<file path="src/rtl/uart_bridge_pkg.sv">
// Shared types and constants for the UART-to-register bridge.
package uart_bridge_pkg;

   typedef enum logic [2:0] {
      IDLE    = 3'd0,
      WDATA   = 3'd1,
      WCOMMIT = 3'd2,
      RREQ    = 3'd3,
      RCAPT   = 3'd4,
      TXLOAD  = 3'd5,
      TXWAIT  = 3'd6
   } bridge_state_t;

   localparam int         CMD_READ_BIT = 7;
   localparam logic [7:0] ACK_OK       = 8'hA5;
   localparam logic [7:0] ACK_ERR      = 8'hEE;

   function automatic int calc_nb(input int data_w);
      return (data_w + 7) / 8;
   endfunction

endpackage

</file>
<file path="src/rtl/uart_bridge_timeout.sv">
// Inter-byte timeout: down-counter reloaded on every received byte; pulses
// expired when it runs out while enabled.
module uart_bridge_timeout #(
   parameter int TIMEOUT_CYC = 5_000_000
) (
   input  logic clk,
   input  logic reset_n,
   input  logic en,
   input  logic reload,
   output logic expired
);

   localparam int            CW       = $clog2(TIMEOUT_CYC + 1);
   localparam logic [CW-1:0] LOAD_VAL = CW'(TIMEOUT_CYC - 1);

   logic [CW-1:0] cnt;

   always_ff @(posedge clk) begin
      if (!reset_n)
         cnt <= '0;
      else if (reload)
         cnt <= LOAD_VAL;
      else if (en && cnt != '0)
         cnt <= cnt - CW'(1);
   end

   // A byte arriving in the expiry cycle wins over the timeout.
   assign expired = en && !reload && (cnt == '0);

endmodule

</file>
<file path="src/rtl/uart_reg_bridge.sv">
// UART byte stream to register bus bridge (write/read frames, read response).
// Optional UART_BRIDGE_ACK_EN: send an ack byte after every committed write frame.
//
// state   | meaning
// IDLE    | waiting for a command byte
// WDATA   | collecting NB write data bytes, MSB first
// WCOMMIT | issue reg_we (or frame_err on bad address)
// RREQ    | issue reg_re (or frame_err on bad address)
// RCAPT   | capture reg_rdata into the tx shift register
// TXLOAD  | wait for transmitter idle, then start next byte
// TXWAIT  | skip one cycle of start latency, then wait for transmitter idle
module uart_reg_bridge
   import uart_bridge_pkg::*;
#(
   parameter int ADDR_W      = 4,
   parameter int DATA_W      = 12,
   parameter int TIMEOUT_CYC = 5_000_000
) (
   input  logic              clk,
   input  logic              reset_n,
   input  logic              rx_valid,
   input  logic [7:0]        rx_data,
   input  logic              tx_busy,
   output logic              tx_start,
   output logic [7:0]        tx_data,
   output logic              reg_we,
   output logic              reg_re,
   output logic [ADDR_W-1:0] reg_addr,
   output logic [DATA_W-1:0] reg_wdata,
   input  logic [DATA_W-1:0] reg_rdata,
   output logic              bridge_busy,
   output logic              frame_err
);

   localparam int NB = calc_nb(DATA_W);
   localparam int SW = NB * 8;
   localparam int CW = $clog2(NB + 1);

   bridge_state_t state, state_nxt;

   logic [CW-1:0] bcnt;
   logic [SW-1:0] wsh;
   logic [SW-1:0] tsh;
   logic [SW-1:0] wsh_next;
   logic          bad_addr;
   logic          bad_cmd;
   logic          tx_first;
   logic          tmo_exp;
   logic          overrun;

   assign wsh_next = (wsh << 8) | SW'(rx_data);
   assign bad_cmd  = (rx_data[6:0] >> ADDR_W) != 7'd0;
   assign tx_data  = tsh[SW-1 -: 8];

   uart_bridge_timeout #(
      .TIMEOUT_CYC (TIMEOUT_CYC)
   ) u_timeout (
      .clk     (clk),
      .reset_n (reset_n),
      .en      (state == WDATA),
      .reload  (rx_valid),
      .expired (tmo_exp)
   );

   always_ff @(posedge clk) begin
      if (!reset_n)
         state <= IDLE;
      else
         state <= state_nxt;
   end

   always_comb begin
      state_nxt = state;
      case (state)
         IDLE:    if (rx_valid) state_nxt = rx_data[CMD_READ_BIT] ? RREQ : WDATA;
         WDATA: begin
            if (bcnt == '0)
               state_nxt = WCOMMIT;
            else if (tmo_exp)
               state_nxt = IDLE;
         end
`ifdef UART_BRIDGE_ACK_EN
         WCOMMIT: state_nxt = TXLOAD;
`else
         WCOMMIT: state_nxt = IDLE;
`endif
         RREQ:    state_nxt = RCAPT;
         RCAPT:   state_nxt = TXLOAD;
         TXLOAD:  if (!tx_busy) state_nxt = TXWAIT;
         TXWAIT:  if (!tx_first && !tx_busy) state_nxt = (bcnt != '0) ? TXLOAD : IDLE;
         default: state_nxt = IDLE;
      endcase
   end

   // The cycle after the last data byte (bcnt == 0) is the commit slot, so
   // a byte landing there is treated as an overrun rather than shifted in.
   always_comb begin
      overrun     = rx_valid && !(state == IDLE || (state == WDATA && bcnt != '0));
      reg_we      = (state == WCOMMIT) && !bad_addr;
      reg_re      = (state == RREQ) && !bad_addr;
      tx_start    = (state == TXLOAD) && !tx_busy;
      bridge_busy = (state != IDLE);
      frame_err   = overrun || tmo_exp ||
                    ((state == WCOMMIT || state == RREQ) && bad_addr);
   end

   always_ff @(posedge clk) begin
      if (!reset_n) begin
         reg_addr  <= '0;
         reg_wdata <= '0;
         wsh       <= '0;
         tsh       <= '0;
         bcnt      <= '0;
         bad_addr  <= 1'b0;
         tx_first  <= 1'b0;
      end else begin
         tx_first <= 1'b0;
         case (state)
            IDLE: begin
               if (rx_valid) begin
                  reg_addr <= rx_data[ADDR_W-1:0];
                  bad_addr <= bad_cmd;
                  bcnt     <= CW'(NB);
                  wsh      <= '0;
               end
            end
            WDATA: begin
               if (rx_valid && bcnt != '0) begin
                  wsh  <= wsh_next;
                  bcnt <= bcnt - CW'(1);
                  if (bcnt == CW'(1))
                     reg_wdata <= wsh_next[DATA_W-1:0];
               end
            end
`ifdef UART_BRIDGE_ACK_EN
            WCOMMIT: begin
               tsh  <= SW'(bad_addr ? ACK_ERR : ACK_OK) << (SW - 8);
               bcnt <= CW'(1);
            end
`endif
            RCAPT: begin
               tsh  <= bad_addr ? '0 : SW'(reg_rdata);
               bcnt <= CW'(NB);
            end
            TXLOAD: begin
               if (!tx_busy) begin
                  tsh      <= tsh << 8;
                  bcnt     <= bcnt - CW'(1);
                  tx_first <= 1'b1;
               end
            end
            default: ;
         endcase
      end
   end

endmodule

</file>
<file path="config.mk">
export PLATFORM = sky130hd
export DESIGN_NAME = uart_reg_bridge
export DESIGN_NICKNAME = d
export VERILOG_FILES = /design/src/rtl/uart_bridge_pkg.sv /design/src/rtl/uart_bridge_timeout.sv /design/src/rtl/uart_reg_bridge.sv
export SDC_FILE = /design/constraint.sdc
export NUM_CORES = 1
export LEC_CHECK = 0
export BUFFER_PORTS_ARGS = -buffer_cell sky130_fd_sc_hd__clkbuf_2
export CORE_MARGIN = 5
export CORE_UTILIZATION = 53
export CTS_BUF_LIST = sky130_fd_sc_hd__clkbuf_8 sky130_fd_sc_hd__clkbuf_16
export DETAILED_ROUTE_END_ITERATION = 6
export GPL_TIMING_DRIVEN = 0
export PLACE_DENSITY = 0.76
export RECOVER_POWER = 100
export SYNTH_ARGS = -nofsm -noshare
export SYNTH_HDL_FRONTEND = slang
export SYNTH_SLANG_ARGS = --single-unit
</file>
<file path="constraint.sdc">
create_clock -name clk -period 2.3 [get_ports clk]
set_input_delay 0 -clock clk [delete_from_list [all_inputs] [get_ports clk]]
set_output_delay 0 -clock clk [all_outputs]
set_load 0.02 [all_outputs]
</file>
==> results of run 1 <==
==> cells by family (layout without fill, tap and decap cells) <==
kind of cell | Yosys count | in the layout | share of synthesized area
adder cells (fa/ha/maj) | 4 | 4 | 0.0164
buffers and inverters | 39 | 123 | 0.0608
AND/OR/NAND/NOR | 144 | 144 | 0.252
flip-flops | 66 | 66 | 0.434
XOR/XNOR | 16 | 16 | 0.0460
multiplexers | 5 | 5 | 0.0164
AO/OA/AOI/OAI | 85 | 85 | 0.175
==> Yosys cell counts (all sizes together) (2+ instances only) <==
cell type / count / area share
dfxtp: 66 / 0.43
nor2: 40 / 0.050
nand2: 39 / 0.048
a21oi: 37 / 0.061
buf: 16 / 0.032
xnor2: 15 / 0.043
clkbuf: 14 / 0.017
nand3: 13 / 0.021
a22oi: 12 / 0.030
nor3: 10 / 0.018
a211oi: 9 / 0.022
inv: 9 / 0.011
nor4: 8 / 0.023
a31oi: 7 / 0.014
and3: 6 / 0.012
o21ai: 6 / 0.0099
mux2i: 5 / 0.016
or3: 5 / 0.012
and3b: 4 / 0.011
ha: 4 / 0.016
a2111oi: 3 / 0.0094
nand4: 3 / 0.0082
or4: 3 / 0.0086
a21o: 2 / 0.0049
nand4b: 2 / 0.0058
nor3b: 2 / 0.0082
nor4b: 2 / 0.0058
o211ai: 2 / 0.0049
o31ai: 2 / 0.0049
o41ai: 2 / 0.0058
==> routing by layer <==
metal,share of wire,vias up,wire [um]
met1,0.48,1306,3470
met2,0.45,75,3250
met5,0,-,0
met4,0.0097,0,70
met3,0.057,8,414
li1,-,1440,-
==> final timing paths <==
kind,startpoint,end,cells after the start
max,u_timeout.cnt[5]$_SDFFE_PN0P_,frame_err,5
min,reg_rdata[9],tsh[9]$_SDFFE_PN0P_,4
max reg2reg,u_timeout.cnt[2]$_SDFFE_PN0P_,u_timeout.cnt[17]$_SDFFE_PP0P_,5
min reg2reg,wsh[0]$_SDFFE_PN0P_,wsh[0]$_SDFFE_PN0P_,2
==> metrics by stage <==
stage                     total power, uW  cells  hold slack, ns
after floorplan                      2000    359          0.0793
after global placement               2210    482           0.237
after detailed placement             2230    482           0.248
after CTS                            3340    515           0.118
after global routing                 3520    515           0.131
final                                3320    515           0.128
==> tightest hold or removal path, cell delays in order <==
cell	delay, ns
clkbuf_2	0.08
and3b_1	0.15
a31oi_1	0.13
a211oi_1	0.07
==> layout by cell type, fill, tap and decap left out, types with 3 or more instances in the layout <==
cell type and instances:
inv_1 8, a22oi_1 12, nand2_1 39, ha_1 4, and3_1 6, and3b_1 4, a2111oi_0 3, nor3_1 9
xnor2_1 15, mux2i_1 5, nand3_1 13, o21ai_0 6, a21oi_1 37, dfxtp_1 66, clkbuf_2 25, a211oi_1 9
clkbuf_1 40, a31oi_1 7, nor2_1 39, nand4_1 3, or3_1 5, buf_2 5, buf_4 9, dlygate4sd3_1 18
clkbuf_8 10, nor4_1 6
==> registers in the layout, indices dropped and copies added (netlist names), 2 cells and up <==
| name | flops |
|---|---|
| bcnt | 2 |
| reg_addr | 4 |
| reg_wdata | 12 |
| state | 3 |
| tsh | 16 |
| u_timeout.cnt | 23 |
| wsh | 4 |
==> cell type report <==
cell class	instances	area share
Tap cell	72	0.0239
Sequential cell	66	0.350
Buffer	29	0.0394
Clock buffer	10	0.0365
Clock inverter	6	0.0239
Multi-Input combinational cell	254	0.411
Inverter	9	0.00895
Timing Repair Buffer	69	0.107
==> power by group <==
group / switching [uW] / internal, uW / total [uW]
logic: 548 / 367 / 915
clock network: 445 / 641 / 1090
registers: 75.8 / 1240 / 1320
==> repair_timing <==
| item | in CTS | in global routing |
|---|---|---|
| gates resized for setup | 2 | 4 |
| cloned | 0 | 0 |
| pin swaps | 0 | 1 |
| endpoints found under the hold margin | 27 | 0 |
| setup endpoints to repair | 1 | 1 |
| hold buffers | 18 | 0 |
==> flow_summary.json, run 1 <==
{
  "outcome": "complete, no violations",
  "synth-edff-count": 0,
  "dp_slack_ns": 0.122,
  "synth_cells": 359,
  "vias": 2829,
  "n_fill_cell": 494,
  "syn-cell-area_um2": 3050,
  "end_kind": "output port",
  "first_global_vias": 2714,
  "dr.pass1.iters": 4,
  "fin_area_um2": 3770,
  "gr-usage-met2": 0.334,
  "cts_setup_buffers": 0,
  "power_density_nw_per_um2": 879,
  "routed_via_density": 5.49,
  "htree_levels": 3,
  "antenna_cells": 0,
  "min_period_over_period": 0.938,
  "drcViolationCount": 0,
  "yosysWarnings": 0,
  "drt_iter0_drc": 158,
  "synth-async-reset-ratio": 0,
  "synth_nets": 387,
  "crit_arrival_ns": 2.16,
  "cp-start-kind": "flop",
  "grt_use_met3": 0.0423,
  "path_class": "reg2out",
  "busiest_layer": "met2",
  "worst-r2r-setup-slack_ns": 0.19,
  "placed_area_um2": 3390,
  "p_leak_uw": 0.00140,
  "cts.sinks": 66,
  "fin_ws_ns": 0.142,
  "max_freq_ghz": 0.463,
  "wl_mm": 7.21,
  "ys_seq_elements": 66,
  "io_buffers": 51,
  "place_congestion": 0.845,
  "cts_tree": "yes",
  "ys_types": 52,
  "core_area_um2": 5540,
  "start_util": 0.550,
  "finClkSkew_ns": 0.00639,
  "multi_input_area_um2": 1550,
  "slew_headroom": 0.160,
  "critPathRequiredTime_ns": 2.30,
  "die_width_um": 85.8,
  "numCtsBuffers": 9,
  "crit_buf_inv": 1,
  "area_delta_synth_final_pct": 23.9,
  "yosysSeqAreaShare": 0.434,
  "num-nets-final": 466,
  "crit_fanout": 6,
  "ant_nets": 0,
  "crit_family": "simple AND/OR/NAND/NOR gates",
  "drv_cap": 0,
  "clk_latency_ns": 0.34,
  "holdCritPathClass": "in2reg",
  "clkTransAtPathRegs_ns": 0.08,
  "cp_slowest_cell": "or4_4",
  "ir_drop_uv": 551,
  "num_io_pins": 53,
  "rsz0062_at_grt": "no",
  "setup_viol": 0,
  "dp_hpwl_mm": 5.23,
  "grt_pass1_wl_mm": 12.3,
  "fin_util": 0.681,
  "grt_max_degree": 13,
  "worst_pin_slew_ns": 1.25,
  "grt.total_usage": 0.205,
  "slew_viol_final": 0,
  "overflow": 0,
  "register_area_um2": 1320,
  "cp_cell_sequence": "or4_4 -> nor3b_4 -> nand4_1 -> o21ai_0 -> clkbuf_2",
  "setup_tns_ns": 0,
  "max_stage_delay_ns": 0.61,
  "syn_avg_cell_area_um2": 8.49,
  "cts.path.max_buffers": 2,
  "die_h_um": 85.8,
  "antenna_found_initial": 0,
  "rows": 27,
  "met1_usage": 0.273,
  "wire_per_inst_um": 14.0,
  "synthFlopType": "dfxtp_1",
  "hold_viol_final": 0,
  "root_buffer": "clkbuf_8",
  "layout-drive-gt1-share": 0.151,
  "die-area_um2": 7370,
  "period_minus_slack_ns": 2.16
}
Note: power is estimated with default switching activity, not from simulation.
==> inputs of run 2 (changes only) <==
--- a/config.mk
+++ b/config.mk
@@ -7,11 +7,11 @@
 export LEC_CHECK = 0
 export BUFFER_PORTS_ARGS = -buffer_cell sky130_fd_sc_hd__clkbuf_2
 export CORE_MARGIN = 5
-export CORE_UTILIZATION = 53
+export CORE_UTILIZATION = 50
 export CTS_BUF_LIST = sky130_fd_sc_hd__clkbuf_8 sky130_fd_sc_hd__clkbuf_16
 export DETAILED_ROUTE_END_ITERATION = 6
 export GPL_TIMING_DRIVEN = 0
-export PLACE_DENSITY = 0.76
+export PLACE_DENSITY = 0.75
 export RECOVER_POWER = 100
 export SYNTH_ARGS = -nofsm -noshare
 export SYNTH_HDL_FRONTEND = slang
==> constraint.sdc (replaced) <==
create_clock -name clk -period 1.7 [get_ports clk]
set_input_delay 0 -clock clk [delete_from_list [all_inputs] [get_ports clk]]
set_output_delay 0 -clock clk [all_outputs]
set_load 0.02 [all_outputs]
==> run 2 against run 1 <==
- the flow now finishes with violations (negative setup slack)
- clock power is 56% higher
- via count is 9.3% higher
- global-route usage is 1.2 points higher
- cell count is 4.5% higher
- count of clock-buffer cells in the layout stayed put
- power is 60% higher
- hold slack better by 0.0063 ns
- setup slack worse by 0.39 ns
- combinational power is 97% higher
- register-to-register slack worse by 0.44 ns
- critical path type is now reg2reg
- largest power group unchanged
- highest routed layer unchanged
==> flow_summary.json, run 2 (synthesis results as in run 1) <==
{
  "outcome": "complete, but fails checks",
  "violations": "negative setup slack",
  "cp-startpoint": "u_timeout.cnt[7]$_SDFFE_PP0P_",
  "fin_util": 0.770,
  "root_buffer": "clkbuf_8",
  "clk_latency_ns": 0.35,
  "hold_viol_final": 0,
  "n_fill_cell": 377,
  "layout-drive-gt1-share": 0.361,
  "dr.pass1.iters": 4,
  "wire_per_inst_um": 17.0,
  "antenna_found_initial": 0,
  "period_minus_slack_ns": 1.95,
  "drcViolationCount": 0,
  "finClkSkew_ns": 0.00998,
  "hold_start": "reg_rdata[11]",
  "first_global_vias": 2788,
  "die-area_um2": 7750,
  "area_delta_synth_final_pct": 49.6,
  "start_util": 0.515,
  "clkTransAtPathRegs_ns": 0.08,
  "place_congestion": 0.829,
  "grt_pass1_wl_mm": 13.1,
  "cp-start-kind": "flop",
  "rsz0062_at_grt": "yes",
  "num_io_pins": 53,
  "multi_input_area_um2": 1980,
  "grt_max_degree": 13,
  "end_kind": "flop",
  "reg_top3": "u_timeout.cnt: 23 flops, tsh: 16 flops, reg_wdata: 12 flops",
  "wl_mm": 9.15,
  "ir_drop_uv": 704,
  "p_leak_uw": 0.00166,
  "num-nets-final": 486,
  "rows": 28,
  "core_area_um2": 5920,
  "htree_levels": 3,
  "crit_fanout": 2,
  "worst_pin_slew_ns": 0.668,
  "slew_viol_final": 0,
  "routed_via_density": 5.75,
  "die_width_um": 88.1,
  "min_period_over_period": 1.14,
  "final_common_cell": "dfxtp_1",
  "crit_arrival_ns": 2.15,
  "largest_register_ffs": 23,
  "dp_hpwl_mm": 5.07,
  "vias": 3092,
  "dp_slack_ns": -0.285,
  "slew_headroom": 0.555,
  "setup_tns_ns": -2.50,
  "antenna_cells": 0,
  "numCtsBuffers": 9,
  "overflow": 0,
  "drt_iter0_drc": 295,
  "max_freq_ghz": 0.514,
  "path_class": "reg2reg",
  "regToRegStartpoint": "u_timeout.cnt[7]$_SDFFE_PP0P_",
  "holdCritPathClass": "in2reg",
  "fin_cells": 538,
  "finalPower_uw": 5320,
  "grt.total_usage": 0.218,
  "power_density_nw_per_um2": 1170,
  "cts.sinks": 66,
  "critPathRequiredTime_ns": 1.90,
  "ant_nets": 0,
  "io_buffers": 51,
  "register_area_um2": 1340,
  "drv_cap": 0,
  "top_register": "u_timeout.cnt",
  "die_h_um": 88.1,
  "cts_tree": "yes",
  "fin_ws_ns": -0.246,
  "final_cell_mix": "57 x dfxtp_1, 37 x nor2_1, 34 x clkbuf_1",
  "dp.cells": 485,
  "cts.path.max_buffers": 2,
  "setup_viol": 32
}
-- run 2: cell count changes in the layout (fill, tap and decap cells not counted), moves of 5 or more --
cell and change:
a21oi_2 +14, a21oi_1 -15, nor4_1 -5, nand2_1 -11
dfxtp_1 -9, nor3_1 -7, dfxtp_2 +6, nand2_2 +9
nor3_4 +8, buf_4 +11, buf_6 +11, clkbuf_1 -6
-- run 2: layer usage --
metal | vias to the layer above | part of all wire | GRT usage | routed length, um
li1 | 1488 | - | - | -
met1 | 1470 | 0.43 | 0.267 | 3890
met2 | 109 | 0.49 | 0.365 | 4490
met3 | 25 | 0.055 | 0.0423 | 507
met4 | 0 | 0.028 | 0.106 | 257
met5 | - | 0 | 0 | 0
-- run 2: path summary, 6_finish.rpt --
| check | endpoint | slack, ns | cells after the start |
|---|---|---|---|
| worst max register to register | u_timeout.cnt[11]$_SDFFE_PN0P_ | -0.25 | 6 |
| worst min register to register | reg_wdata[7]$_SDFFE_PN0P_ | 0.45 | 2 |
| worst min-delay path | tsh[11]$_SDFFE_PN0P_ | 0.13 | 4 |
| worst max-delay path | u_timeout.cnt[11]$_SDFFE_PN0P_ | -0.25 | 6 |
-- run 2: layout make-up --
| class | count | share of cell area |
|---|---|---|
| Multi-Input combinational cell | 254 | 0.435 |
| Inverter | 9 | 0.00741 |
| Tap cell | 75 | 0.0206 |
| Sequential cell | 66 | 0.294 |
| Clock buffer | 10 | 0.0327 |
| Timing Repair Buffer | 90 | 0.141 |
| Buffer | 28 | 0.0448 |
| Clock inverter | 6 | 0.0244 |
-- run 2: stage by stage --
step	hold WS, ns	instance area [um2]
detailed placement	0.246	3430
floorplan	0.0793	3080
CTS	0.132	4190
finish	0.135	4560
global route	0.135	4560
global placement	0.239	3430
-- run 2: repair_timing --
action | 4_1_cts | 5_1_grt
pin swaps | 22 | 41
gates resized for setup | 54 | 79
hold endpoints to repair | 27 | 0
cloned | 0 | 2
setup endpoints to repair | 47 | 60
setup buffers | 14 | 6
hold buffers | 18 | 0
-- run 2: where the power goes --
| group | total, uW | switching [uW] | internal [uW] |
|---|---|---|---|
| registers | 1830 | 141 | 1680 |
| clock network | 1700 | 632 | 1070 |
| logic | 1800 | 991 | 807 |
| total | 5320 | 1760 | 3560 |
-- run 2: worst max-delay path, cell delays in order (launching register included) --
cell,delay (ns)
dfxtp_4,0.35
or4_4,0.55
buf_4,0.16
nor2_4,0.09
or4b_1,0.47
nand2_1,0.09
a31oi_1,0.09
==> inputs of run 3 (changes only) <==
--- a/config.mk
+++ b/config.mk
@@ -12,7 +12,7 @@
 export DETAILED_ROUTE_END_ITERATION = 6
 export GPL_TIMING_DRIVEN = 0
 export PLACE_DENSITY = 0.75
-export RECOVER_POWER = 100
 export SYNTH_ARGS = -nofsm -noshare
 export SYNTH_HDL_FRONTEND = slang
 export SYNTH_SLANG_ARGS = --single-unit
+export TNS_END_PERCENT = 1
==> run 3 against run 2 <==
- the run still ends with negative setup slack left
- sequential power is essentially flat
- global-route usage shrank 0.30 points
- core utilization shrank 6.9 points
- non-clock buffer count shrank 8
- sequential cell count is the same
==> flow_summary.json, run 3 (synthesis results as in run 1) <==
{
  "outcome": "complete, but fails checks",
  "violations": "negative setup slack",
  "layout-drive-gt1-share": 0.321,
  "wire_per_inst_um": 15.9,
  "max_stage_delay_ns": 0.44,
  "drcViolationCount": 0,
  "timing.rr.end": "u_timeout.cnt[17]$_SDFFE_PP0P_",
  "core_area_um2": 5920,
  "worst_pin_slew_ns": 0.554,
  "largest_register_ffs": 23,
  "holdCritPathClass": "in2reg",
  "grt_max_degree": 13,
  "vias": 2989,
  "numCtsBuffers": 9,
  "dr.pass1.iters": 5,
  "fin_cells": 530,
  "cts_tree": "yes",
  "dp.cells": 485,
  "reg2reg_depth": 5,
  "antenna_found_initial": 0,
  "first_global_vias": 2708,
  "path_class": "reg2reg",
  "p_leak_uw": 0.00161,
  "die_h_um": 88.1,
  "fin_util": 0.700,
  "whs_endpoint": "u_timeout.cnt[1]$_SDFFE_PN0P_",
  "dp_hpwl_mm": 5.22,
  "io_buffers": 51,
  "dp_slack_ns": -0.346,
  "die_width_um": 88.1,
  "finClkSkew_ns": 0.00883,
  "final_cell_mix": "59 x dfxtp_1, 54 x clkbuf_2, 38 x nand2_1",
  "crit_arrival_ns": 2.29,
  "grt.total_usage": 0.215,
  "slew_headroom": 0.627,
  "grt_pass1_wl_mm": 12.9,
  "min_period_over_period": 1.18,
  "routed_via_density": 5.64,
  "max_freq_ghz": 0.498,
  "drv_cap": 0,
  "top_register": "u_timeout.cnt",
  "area_delta_synth_final_pct": 36.1,
  "cts.path.max_buffers": 2,
  "fin_ws_ns": -0.310,
  "end_kind": "flop",
  "antenna_cells": 0,
  "crit_family": "simple AND/OR/NAND/NOR gates",
  "die-area_um2": 7750,
  "drt_iter0_drc": 224,
  "overflow": 0,
  "num-nets-final": 478,
  "place_congestion": 0.816,
  "start_util": 0.515,
  "finalPower_uw": 4680,
  "hold_start": "rx_valid",
  "power_density_nw_per_um2": 1130,
  "htree_levels": 3,
  "critPathRequiredTime_ns": 1.98,
  "setup_viol": 32,
  "root_buffer": "clkbuf_8",
  "ant_nets": 0,
  "cp-start-kind": "flop",
  "reg_top3": "u_timeout.cnt: 23 flops, tsh: 16 flops, reg_wdata: 12 flops",
  "wl_mm": 8.45,
  "cp_slowest_cell": "dfxtp_1",
  "regToRegStartpoint": "u_timeout.cnt[9]$_SDFFE_PN0P_",
  "rows": 28,
  "crit_fanout": 6,
  "clk_latency_ns": 0.36,
  "cp_cell_sequence": "nor3_1 -> nand4_4 -> or3_4 -> or4_4 -> a21oi_2",
  "ir_drop_uv": 637,
  "crit_buf_inv": 0,
  "rsz0062_at_grt": "yes",
  "hold_path_depth": 2,
  "cts.sinks": 66,
  "period_minus_slack_ns": 2.01,
  "slew_viol_final": 0,
  "num_io_pins": 53,
  "clkTransAtPathRegs_ns": 0.07,
  "hold_viol_final": 0,
  "worst-r2r-setup-slack_ns": -0.31,
  "final_common_cell": "dfxtp_1"
}
## run 3: cell count changes in the layout (fill, tap and decap cells not counted), sizes merged
cell | before | now
clkinvlp | 0 | 1
buf | 37 | 27
bufinv | 3 | 1
inv | 11 | 10
clkbuf | 73 | 75
clkinv | 1 | 3
## run 3: cell type report
type                            instances  area (um2)
Clock inverter                          6        65.1
Sequential cell                        66        1330
Tap cell                               75        93.8
Buffer                                 29         200
Timing Repair Buffer                   81         541
Fill cell                             449        1770
Clock buffer                           10         138
Multi-Input combinational cell        254        1740
Inverter                                9        36.3
## run 3: how the worst max path moves through the flow
stage                                  startpoint  cells after the start                        endpoint
floorplan           u_timeout.cnt[0]$_SDFFE_PN0P_                      8  u_timeout.cnt[17]$_SDFFE_PP0P_
global placement    u_timeout.cnt[0]$_SDFFE_PN0P_                      9  u_timeout.cnt[10]$_SDFFE_PP0P_
detailed placement  u_timeout.cnt[1]$_SDFFE_PN0P_                      9   u_timeout.cnt[7]$_SDFFE_PP0P_
CTS                 u_timeout.cnt[7]$_SDFFE_PP0P_                      5                       frame_err
global route        u_timeout.cnt[2]$_SDFFE_PN0P_                      7   u_timeout.cnt[3]$_SDFFE_PN0P_
finish              u_timeout.cnt[9]$_SDFFE_PN0P_                      5  u_timeout.cnt[17]$_SDFFE_PP0P_
## run 3: repair_timing
item / CTS / global route
endpoints found under the hold margin: 27 / 0
buffers inserted: 6 / 5
hold buffers: 18 / 0
cloned: 0 / 0
pin swaps: 6 / 13
resized for setup: 36 / 42
setup endpoints to repair: 45 / 56
## run 3: through the flow
step	hold WS [ns]	cell area, um2	setup TNS (ns)
6_report	0.125	4150	-3.86
5_1_grt	0.119	4150	-7.36
3_5_place_dp	0.242	3400	-9.08
4_1_cts	0.110	3960	-6.56
3_3_place_gp	0.236	3400	-8.29
2_1_floorplan	0.0793	3050	-0.892
## run 3: power breakdown
group	total [uW]	internal, uW	leakage [uW]	switching, uW
Combinational	1520	647	0.000968	873
Clock	1350	719	0.000103	635
Sequential	1810	1680	0.000540	124
## run 3: per-layer routing
metal / part of all wire / GRT usage / vias to the layer above
met5: 0 / 0 / -
met4: 0.014 / 0.0852 / 0
met3: 0.054 / 0.0555 / 11
met2: 0.49 / 0.334 / 89
met1: 0.44 / 0.286 / 1424
li1: - / - / 1465
